--- src/rtl/fp_acc_pkg.sv ---
// Shared types and constants for the FP32 dot-product accumulator.
// fp_unpack flushes subnormals to zero and widens the mantissa with hidden bit plus G/R/S.
package fp_acc_pkg;

    typedef enum logic [2:0] {
        IDLE,
        ALIGN,
        ADD,
        NORM,
        DONE
    } state_t;

    localparam logic [31:0] FP_QNAN    = 32'h7FC00000;
    localparam logic [31:0] FP_POS_INF = 32'h7F800000;
    localparam logic [31:0] FP_ZERO    = 32'h00000000;
    localparam int          EXP_BIAS   = 127;

    typedef struct packed {
        logic        sign;
        logic [7:0]  exp;
        logic [26:0] mant;
        logic        is_nan;
        logic        is_inf;
        logic        is_zero;
    } fp_unpacked_t;

    function automatic fp_unpacked_t fp_unpack(input logic [31:0] x);
        fp_unpacked_t u;
        u.sign    = x[31];
        u.exp     = x[30:23];
        u.is_nan  = (x[30:23] == 8'hFF) && (x[22:0] != 23'd0);
        u.is_inf  = (x[30:23] == 8'hFF) && (x[22:0] == 23'd0);
        u.is_zero = (x[30:23] == 8'h00);
        u.mant    = u.is_zero ? 27'd0 : {1'b1, x[22:0], 3'b000};
        return u;
    endfunction

endpackage

--- src/rtl/fp_acc_lzc.sv ---
// Combinational leading-zero counter used to normalise the post-add mantissa.
// An all-zero input reports W.
module fp_lzc #(
    parameter int W     = 27,
    parameter int CNT_W = 5
) (
    input  logic [W-1:0]     value_i,
    output logic [CNT_W-1:0] count_o
);

    logic found;

    always_comb begin
        count_o = CNT_W'(W);
        found   = 1'b0;
        for (int i = W - 1; i >= 0; i--) begin
            if (!found && value_i[i]) begin
                count_o = CNT_W'(W - 1 - i);
                found   = 1'b1;
            end
        end
    end

endmodule

--- src/rtl/fp_accum.sv ---
// Iterative FP32 accumulator: one operand at a time through ALIGN/ADD/NORM,
// result presented in DONE until the consumer takes it.
module fp_accum #(
    parameter int EXP_W  = 8,
    parameter int FRAC_W = 23,
    parameter int RNE    = 1
) (
    input  logic        clk,
    input  logic        rst,
    input  logic        in_valid,
    output logic        in_ready,
    input  logic [31:0] in_data,
    input  logic        in_last,
    input  logic        clear,
    output logic        out_valid,
    input  logic        out_ready,
    output logic [31:0] out_data
);
    import fp_acc_pkg::*;

    localparam int MANT_W = FRAC_W + 4;
    localparam logic signed [EXP_W+1:0] EXP_ONE = (EXP_W + 2)'(1);
    localparam logic signed [EXP_W+1:0] EXP_INF = (EXP_W + 2)'(2 * EXP_BIAS + 1);

    state_t              stateQ, stateD;
    logic [31:0]         accQ, opQ, specialValQ;
    logic                lastQ, signAQ, signBQ, specialQ;
    logic [EXP_W-1:0]    expQ;
    logic [MANT_W-1:0]   mantAQ, mantBQ;
    logic [MANT_W:0]     sumQ;

    assign in_ready  = (stateQ == IDLE);
    assign out_valid = (stateQ == DONE);
    assign out_data  = out_valid ? accQ : FP_ZERO;

    always_comb begin
        stateD = stateQ;
        case (stateQ)
            IDLE:    if (in_valid) stateD = ALIGN;
            ALIGN:   stateD = ADD;
            ADD:     stateD = NORM;
            NORM:    stateD = lastQ ? DONE : IDLE;
            DONE:    if (out_ready) stateD = IDLE;
            default: stateD = IDLE;
        endcase
    end

    fp_unpacked_t      accU, opU;
    logic              bigSign, smallSign, smallZero;
    logic [EXP_W-1:0]  bigExp, smallExp, expDiff;
    logic [MANT_W-1:0] bigMant, smallMant, shiftedB, lostMask, alignedB;
    logic              specialD;
    logic [31:0]       specialValD;

    // Larger magnitude becomes operand A so the subtract in ADD never goes negative.
    always_comb begin
        accU = fp_unpack(accQ);
        opU  = fp_unpack(opQ);
        if ({opU.exp, opU.mant} > {accU.exp, accU.mant}) begin
            bigSign = opU.sign;   bigExp = opU.exp;   bigMant = opU.mant;
            smallSign = accU.sign; smallExp = accU.exp; smallMant = accU.mant;
            smallZero = accU.is_zero;
        end else begin
            bigSign = accU.sign;  bigExp = accU.exp;  bigMant = accU.mant;
            smallSign = opU.sign; smallExp = opU.exp; smallMant = opU.mant;
            smallZero = opU.is_zero;
        end
        expDiff  = bigExp - smallExp;
        shiftedB = smallMant >> expDiff[4:0];
        lostMask = (MANT_W'(1) << expDiff[4:0]) - MANT_W'(1);
        if (smallZero)
            alignedB = '0;
        else if (expDiff >= EXP_W'(26))
            alignedB = MANT_W'(1);
        else
            alignedB = shiftedB | MANT_W'(|(smallMant & lostMask));

        specialD    = 1'b1;
        specialValD = FP_QNAN;
        if (accU.is_nan || opU.is_nan || (accU.is_inf && opU.is_inf && (accU.sign != opU.sign)))
            specialValD = FP_QNAN;
        else if (accU.is_inf)
            specialValD = accQ;
        else if (opU.is_inf)
            specialValD = opQ;
        else
            specialD = 1'b0;
    end

    logic [4:0]               lzCount;
    logic signed [EXP_W+1:0]  expN, expR;
    logic [MANT_W-1:0]        mantN;
    logic                     roundUp;
    logic [FRAC_W+1:0]        mantR;
    logic [FRAC_W-1:0]        fracR;
    logic [31:0]              normResult;

    fp_lzc #(.W(MANT_W), .CNT_W(5)) uLzc (
        .value_i (sumQ[MANT_W-1:0]),
        .count_o (lzCount)
    );

    // Carry-out keeps the shifted-off bit as sticky; rounding carry renormalises via mantR's top bit.
    always_comb begin
        if (sumQ[MANT_W]) begin
            mantN = {sumQ[MANT_W:2], sumQ[1] | sumQ[0]};
            expN  = $signed({2'b00, expQ}) + EXP_ONE;
        end else begin
            mantN = sumQ[MANT_W-1:0] << lzCount;
            expN  = $signed({2'b00, expQ}) - $signed({{(EXP_W-3){1'b0}}, lzCount});
        end
        roundUp = (RNE != 0) && mantN[2] && (mantN[3] || mantN[1] || mantN[0]);
        mantR   = {1'b0, mantN[MANT_W-1:3]} + {{(FRAC_W+1){1'b0}}, roundUp};
        if (mantR[FRAC_W+1]) begin
            fracR = mantR[FRAC_W:1];
            expR  = expN + EXP_ONE;
        end else begin
            fracR = mantR[FRAC_W-1:0];
            expR  = expN;
        end

        if (specialQ)
            normResult = specialValQ;
        else if ((sumQ == '0) || (expN < EXP_ONE))
            normResult = FP_ZERO;
        else if (expR >= EXP_INF)
            normResult = FP_POS_INF | {signAQ, 31'd0};
        else
            normResult = {signAQ, expR[EXP_W-1:0], fracR};
    end

    always_ff @(posedge clk or posedge rst) begin
        if (rst) begin
            stateQ      <= IDLE;
            accQ        <= FP_ZERO;
            opQ         <= '0;
            lastQ       <= 1'b0;
            signAQ      <= 1'b0;
            signBQ      <= 1'b0;
            expQ        <= '0;
            mantAQ      <= '0;
            mantBQ      <= '0;
            sumQ        <= '0;
            specialQ    <= 1'b0;
            specialValQ <= '0;
        end else begin
            stateQ <= stateD;
            case (stateQ)
                IDLE: begin
                    if (clear) accQ <= FP_ZERO;
                    if (in_valid) begin
                        opQ   <= in_data;
                        lastQ <= in_last;
                    end
                end
                ALIGN: begin
                    signAQ      <= bigSign;
                    signBQ      <= smallSign;
                    expQ        <= bigExp;
                    mantAQ      <= bigMant;
                    mantBQ      <= alignedB;
                    specialQ    <= specialD;
                    specialValQ <= specialValD;
                end
                ADD: begin
                    if (signAQ != signBQ)
                        sumQ <= {1'b0, mantAQ} - {1'b0, mantBQ};
                    else
                        sumQ <= {1'b0, mantAQ} + {1'b0, mantBQ};
                end
                NORM: accQ <= normResult;
                DONE: if (out_ready) accQ <= FP_ZERO;
                default: ;
            endcase
        end
    end

endmodule

--- config.mk ---
export PLATFORM = sky130hd
export DESIGN_NAME = fp_accum
export DESIGN_NICKNAME = d
export VERILOG_FILES = /design/src/rtl/fp_acc_pkg.sv /design/src/rtl/fp_acc_lzc.sv /design/src/rtl/fp_accum.sv
export SDC_FILE = /design/constraint.sdc
export NUM_CORES = 1
export LEC_CHECK = 0
export CAP_MARGIN = 10
export CELL_PAD_IN_SITES_DETAIL_PLACEMENT = 1
export CELL_PAD_IN_SITES_GLOBAL_PLACEMENT = 2
export CORE_AREA = 8 8 208 210
export DETAILED_ROUTE_END_ITERATION = 10
export DIE_AREA = 0 0 216 218
export PLACE_DENSITY_LB_ADDON = 0.08
export SETUP_SLACK_MARGIN = 0.2
export SLEW_MARGIN = 20
export SYNTH_ARGS = -nofsm -noshare
export SYNTH_HDL_FRONTEND = slang
export SYNTH_SLANG_ARGS = --single-unit
--- constraint.sdc ---
create_clock -name clk -period 16.48 [get_ports clk]
set_input_delay 3.296 -clock clk [delete_from_list [all_inputs] [get_ports clk]]
set_output_delay 3.296 -clock clk [all_outputs]
set_load 0.01 [all_outputs]
Yosys cells after proc, flatten, opt, wreduce, memory -nomap -nowiden:

Index checks and enable logic that the tools add are counted.

* logic and storage cells: 204
* register bits: 193
* output and inout bits: 34
* bits of input ports: 38

* reductions and logical operators: 77
* bitwise gates (word level): 3
* $lt $le $gt $ge: 4
* $add $sub $neg: 8
* shift operators: 3
* equality and inequality tests: 11
* muxes and demuxes: 86

Operator list (number)
* 32-bit two-way mux: 8
* 27-bit two-way mux: 7
* 5-bit two-way mux: 27
* 32-bit case mux with 3 select lines: 1
* 23-bit logical NOT: 2
* 23-bit nonzero test: 2
* 35-bit greater-than comparator: 1
* 1-bit logical AND: 33
* 1-bit two-way mux: 32
* 31-bit two-way mux: 1
* 27-bit by 27-bit adder with 28-bit output: 1
* 28-bit logical NOT: 1
* 28-bit two-way mux: 1
* 27-bit by 27-bit subtractor with 28-bit output: 1
* 27-bit AND: 1
* 27-bit by 1-bit OR with 27-bit output: 1
* 27-bit OR reduction: 1
* 1-bit by 5-bit left shift with 27-bit output (first input constant): 1
* 27-bit by 5-bit left shift with 27-bit output: 1
* 27-bit by 5-bit right shift with 27-bit output: 1
* 27-bit by 2-bit subtractor with 27-bit output (second input constant): 1
* 1-bit logical NOT: 26
* 24-bit by 1-bit adder with 25-bit output: 1
* 23-bit two-way mux: 1
* other kinds (25): 39

Longest topological paths before layout:

* word-level depth: 91
* depth in mapped cells: 26
* gate-level depth less buffers: 23

Modules after synthesis:

Synthesis repeated with hierarchy kept, for this count alone.

* cells, all modules: 1858
* area, all modules: 16082.9 µm²

Modules (own cells, without submodules)
* fp_accum: times used 1, cells each 1807, area each 15795.1 µm²
* fp_lzc: times used 1, cells each 51, area each 287.8 µm²

Worst setup path after synthesis:

No wires, ideal clock.

* kind: flip-flop to flip-flop
* from: reg accQ[25]
* to: reg mantBQ[3]
* arrival time: 5383 ps
* slack: 10976 ps
* stages on the path, launching flop included: 25
* path through: dfrtp_1 -> clkbuf_1 -> nor4_1 -> nand2_1 -> clkbuf_1 -> clkbuf_1 -> nand2_1 -> ha_1 -> a21oi_1 -> nor2b_1 -> o31ai_1 -> a21oi_1 -> o311a_1 -> o21ai_1 -> nand3_1 -> and2_1 -> ha_1 -> inv_1 -> o211ai_1 -> xnor2_1 -> clkbuf_1 -> clkbuf_1 -> mux2i_1 -> o21ai_0 -> a32o_1

* longest elaborated chain between the ends: 9

RTL lines
* start, declared: RTL line fp_accum.sv:26 `logic [31:0] accQ, opQ, specialValQ;`
* start signal, assigned: RTL line fp_accum.sv:171 `NORM: accQ <= normResult;`
* 8-bit logical NOT: RTL line fp_acc_pkg.sv:33 `u.is_zero = (x[30:23] == 8'h00);`
* 27-bit two-way mux: RTL line fp_acc_pkg.sv:34 `u.mant = u.is_zero ? 27'd0 : {1'b1, x[22:0], 3'b000};`
* 35-bit greater-than comparator: RTL line fp_accum.sv:59 `if ({opU.exp, opU.mant} > {accU.exp, accU.mant}) begin`
* 8-bit two-way mux: RTL line fp_accum.sv:59
* 8-bit subtractor: RTL line fp_accum.sv:68 `expDiff = bigExp - smallExp;`
* 27-bit by 5-bit right shift with 27-bit output: RTL line fp_accum.sv:69 `shiftedB = smallMant >> expDiff[4:0];`
* 27-bit by 1-bit OR with 27-bit output: RTL line fp_accum.sv:76 `alignedB = shiftedB | MANT_W'(|(smallMant & lostMask));`
* 27-bit two-way mux: RTL line fp_accum.sv:73 `else if (expDiff >= EXP_W'(26))`
* 27-bit two-way mux (*): RTL line fp_accum.sv:71 `if (smallZero)`
* end signal, assigned: RTL line fp_accum.sv:161 `mantBQ <= alignedB;`
* end, declared: RTL line fp_accum.sv:29 `logic [MANT_W-1:0] mantAQ, mantBQ;`

Mark *: on every way between the ends. The rest lies on a longest branch, timed or not.
A chain may end at the register's enable or synchronous reset.

Worst setup path after layout:

* from: reg opQ[23]
* to: reg mantBQ[26]

* longest elaborated chain between the ends: 9

RTL lines
* start, declared: RTL line fp_accum.sv:26
* start signal, assigned: RTL line fp_accum.sv:152 `opQ <= in_data;`
* 8-bit logical NOT: RTL line fp_acc_pkg.sv:33
* 27-bit two-way mux: RTL line fp_acc_pkg.sv:34
* 35-bit greater-than comparator: RTL line fp_accum.sv:59
* 8-bit two-way mux: RTL line fp_accum.sv:59
* 8-bit subtractor: RTL line fp_accum.sv:68
* 27-bit by 5-bit right shift with 27-bit output: RTL line fp_accum.sv:69
* 27-bit by 1-bit OR with 27-bit output: RTL line fp_accum.sv:76
* 27-bit two-way mux: RTL line fp_accum.sv:73
* 27-bit two-way mux (*): RTL line fp_accum.sv:71

Marks and branches as above.

==> metrics.md <==
| Metric | Value |
|---|---|
| Critical Path Start Type | `flip-flop` |
| Die span in x | `216 µm` |
| Worst setup path class | `flip-flop to flip-flop` |
| Placed Cells incl. Taps | `roughly 2500` |
| Post-route minimum period | `7540 ps` |
| Post-Layout Cell Count | `2569` |
| Core area | `about 40000 µm²` |
| Max FO, Critical Path | `53` |
| Largest net degree at the start of global routing | `87` |
| FF+latch count, synth | `190` |
| Total grt overflow | `0` |
| Layout cell share with drive strength beyond 1 | `9.04%` |
| Rows | `74` |
| Post-CTS sizing | `0` |
| FF-to-FF path depth | `20` |
| WHS | `between 400 and 500 ps` |
| H-tree levels | `4` |
| Dpl hpwl | `48900 µm` |
| Crit path arrival time | `between 7000 and 8000 ps` |
| Rel. slew slack | `32.4%` |
| Slew Viols, Final | `0` |
| Root Driver | `clkbuf_16` |
| Area Growth Syn to Fin | `11.1%` |
| Post-CTS Setup Repair Bufs | `0` |
| Starting density of the core | `a little over 40%` |
| Fmax | `133 MHz` |
| Final Wtd Congestion | `0.934` |
| Critical Path End Type | `flip-flop` |
| CTS clk-pin slew, worst paths | `roughly 90 ps` |
| Initial antenna violation count | `1` |
| Final setup fails | `0` |
| Status | `finished clean` |
| Seq/Total Area, Yosys | `29.3%` |
| Clock Sinks | `190` |
| I/O Pins | `~70` |
| Leading register cell type out of synthesis | `dfrtp_1` |
| CTS Hold Buffers Added | `0` |
| Post-Syn Area | `16200 µm²` |
| Largest buffer count on any clock path | `2` |
| Die Span Y | `218 µm` |
| Residual DRC count | `0` |
| DR WL/cell | `24.4 µm` |
| Hold Crit Class | `flip-flop to flip-flop` |
| Layout Skew | `17.3 ps` |
| Input/output buffers | `71` |
| Setup slack, reg-to-reg | `8940 ps` |
| Worst slew pin tran | `1000 ps` |
| Drt pass-1 iters | `5` |
| Hold Vio Cnt, Final | `0` |
| Synthesis Warnings | `0` |
| CP Data Required Time | `16880 ps` |
| Worst Hold Launch | `specialValQ[25]$_DFFE_PP0P_` |
| Max-Cap Viols | `0` |
| CTS tree | `yes` |
| Syn nets | `2131` |
| Setup crit start | `opQ[23]$_DFFE_PP0P_` |
| CTS buffer count | `17` |
| Unrepaired setup endpoints after global routing | `false` |
| Setup TNS | `0 ps` |
| Post-synth EDFFs | `0` |
| Commonest non-fill, non-tap cell in the layout | `nand2_1` |
| Worst flop-to-flop path startpoint | `opQ[23]$_DFFE_PP0P_` |
| Vias in the first global route | `~16000` |
| Commonest cells after routing, fill and taps aside | `nand2_1, dfrtp_1, nor2_1` |
| Routed wire length | `62600 µm` |
| Vias per cell | `~6.1` |
| First-pass GRT wire length | `97200 µm` |
| DR iter-0 viols | `1065` |
| Fin util | `44.8%` |
| Post-synthesis area per instance | `8.01 µm²` |
| Yosys cell types | `99` |
| Synth async-reset ratio | `100%` |
| Final Cycle Share | `45.8%` |
| Clock Latency Late Sink | `just under 500 ps` |
| Worst Setup EP | `mantBQ[26]$_DFFE_PP0P_` |
| Worst reg2reg path endpoint | `mantBQ[26]$_DFFE_PP0P_` |
| DR vias | `~16000` |
| Total Die Area | `between 40000 and 50000 µm²` |
| Layout Nets | `2129` |
| Post-Synthesis Cells | `2024` |
| All-Layer GR Usage | `26.3%` |
| Post-route ant nets | `0` |
-- registers in the layout (all words and copies together) (netlist names) --
| register | flops |
|---|---|
| accQ | 32 |
| opQ | 32 |
| specialValQ | 32 |
| sumQ | 28 |
| mantBQ | 27 |
| mantAQ | 24 |
| expQ | 8 |
| stateQ | 3 |
| lastQ | 1 |
| signAQ | 1 |
| signBQ | 1 |
| specialQ | 1 |
-- layer usage --
metal	vias to the layer above	track usage [%]	share of wire (%)
met4	0	9.56	3.0
met5	-	0	0
met3	85	4.55	4.4
li1	7416	-	-
met1	7933	33.8	45
met2	352	44.2	48
-- worst max-delay path, cell delays in order (launching register included) --
cell and delay (ps):
dfrtp_1 480, nor4_1 320, nand2_1 630, and2_1 490
ha_1 340, nand4_1 110, nor4_1 440, o311a_1 490
o21ai_4 100, buf_4 310, or3_1 390, and2_1 190
ha_1 210, inv_1 80, o211ai_1 210, a311oi_1 760
xor2_1 660, nand2_1 160, nor2_1 610, nand2_1 210
o31ai_1 220
-- synthesized netlist by cell type (7+ instances only) --
cell type    n  area, µm²
a21o_1      13       97.6
o21ai_0    169        846
o21ai_1     17       85.1
mux2_2      48        541
and3_1      30        188
and2_1      39        244
nand2_1    269       1010
or2_2       14       87.6
xnor2_1     48        420
or3_1       13       81.3
o211ai_1    22        165
nor4_1      29        181
nor3b_1      7       52.6
buf_1        9       33.8
nor3_1      47        235
o22ai_1     17        106
a31oi_1     38        238
nor2b_1     16        100
mux2i_1     49        490
o21a_1      13       97.6
ha_1        68        851
mux4_2       8        180
a22o_1      10       87.6
a211o_1     12        105
nand2b_1    26        163
a211oi_1    16        120
a32o_1      11        110
o31ai_1     22        165
nand4_1     23        144
xor2_1      40        350
nand3_1     42        210
nor2_1     173        649
a32oi_1      8       70.1
o221ai_1     7       61.3
dfrtp_1    190       4750
buf_2       16       80.1
clkbuf_1    92        345
inv_1       61        229
a21oi_1    117        586
a221oi_1    12        105
a22oi_1     38        285
-- final cells by class --
cell class              count  area, µm²
well taps                 532        666
diodes                      2       5.00
inverters                  67        260
multi-input cells        1644      10700
clock inverters            15        218
clock buffers              17        425
flip-flops and latches    190       4750
fillers                  4896      22200
repair buffers            102        943
-- stage by stage --
step | setup WS, ps | area, µm²
finish | 8940 | 18000
global route | 8410 | 18000
CTS | 8960 | 18000
detailed placement | 9010 | 17400
global placement | 9230 | 17400
floorplan | 8010 | 16200
-- logic make-up (layout without fill, tap and decap cells) --
group	Yosys count	count (layout)	share of synthesized area, %
adder cells (fa/ha/maj)	69	69	5.37
XOR/XNOR	88	88	4.75
flip-flops	190	190	29.3
AND/OR/NAND/NOR	764	764	23.0
buffers and inverters	190	201	4.72
AO/OA/AOI/OAI	617	617	25.3
other	0	2	0
multiplexers	106	106	7.56
-- how the worst min path moves through the flow --
stage	endpoint	slack, ps	depth (start not counted)
after global routing	specialValQ[30]$_DFFE_PP0P_	500	1
final	specialValQ[25]$_DFFE_PP0P_	480	1
after global placement	specialValQ[26]$_DFFE_PP0P_	450	1
after floorplan	specialValQ[25]$_DFFE_PP0P_	440	1
after CTS	specialValQ[25]$_DFFE_PP0P_	480	1
after detailed placement	specialValQ[25]$_DFFE_PP0P_	450	1
Power is left out: the tool's default activity adds up to more than one toggle a clock period on the data nets, which glitch-free logic cannot reach.
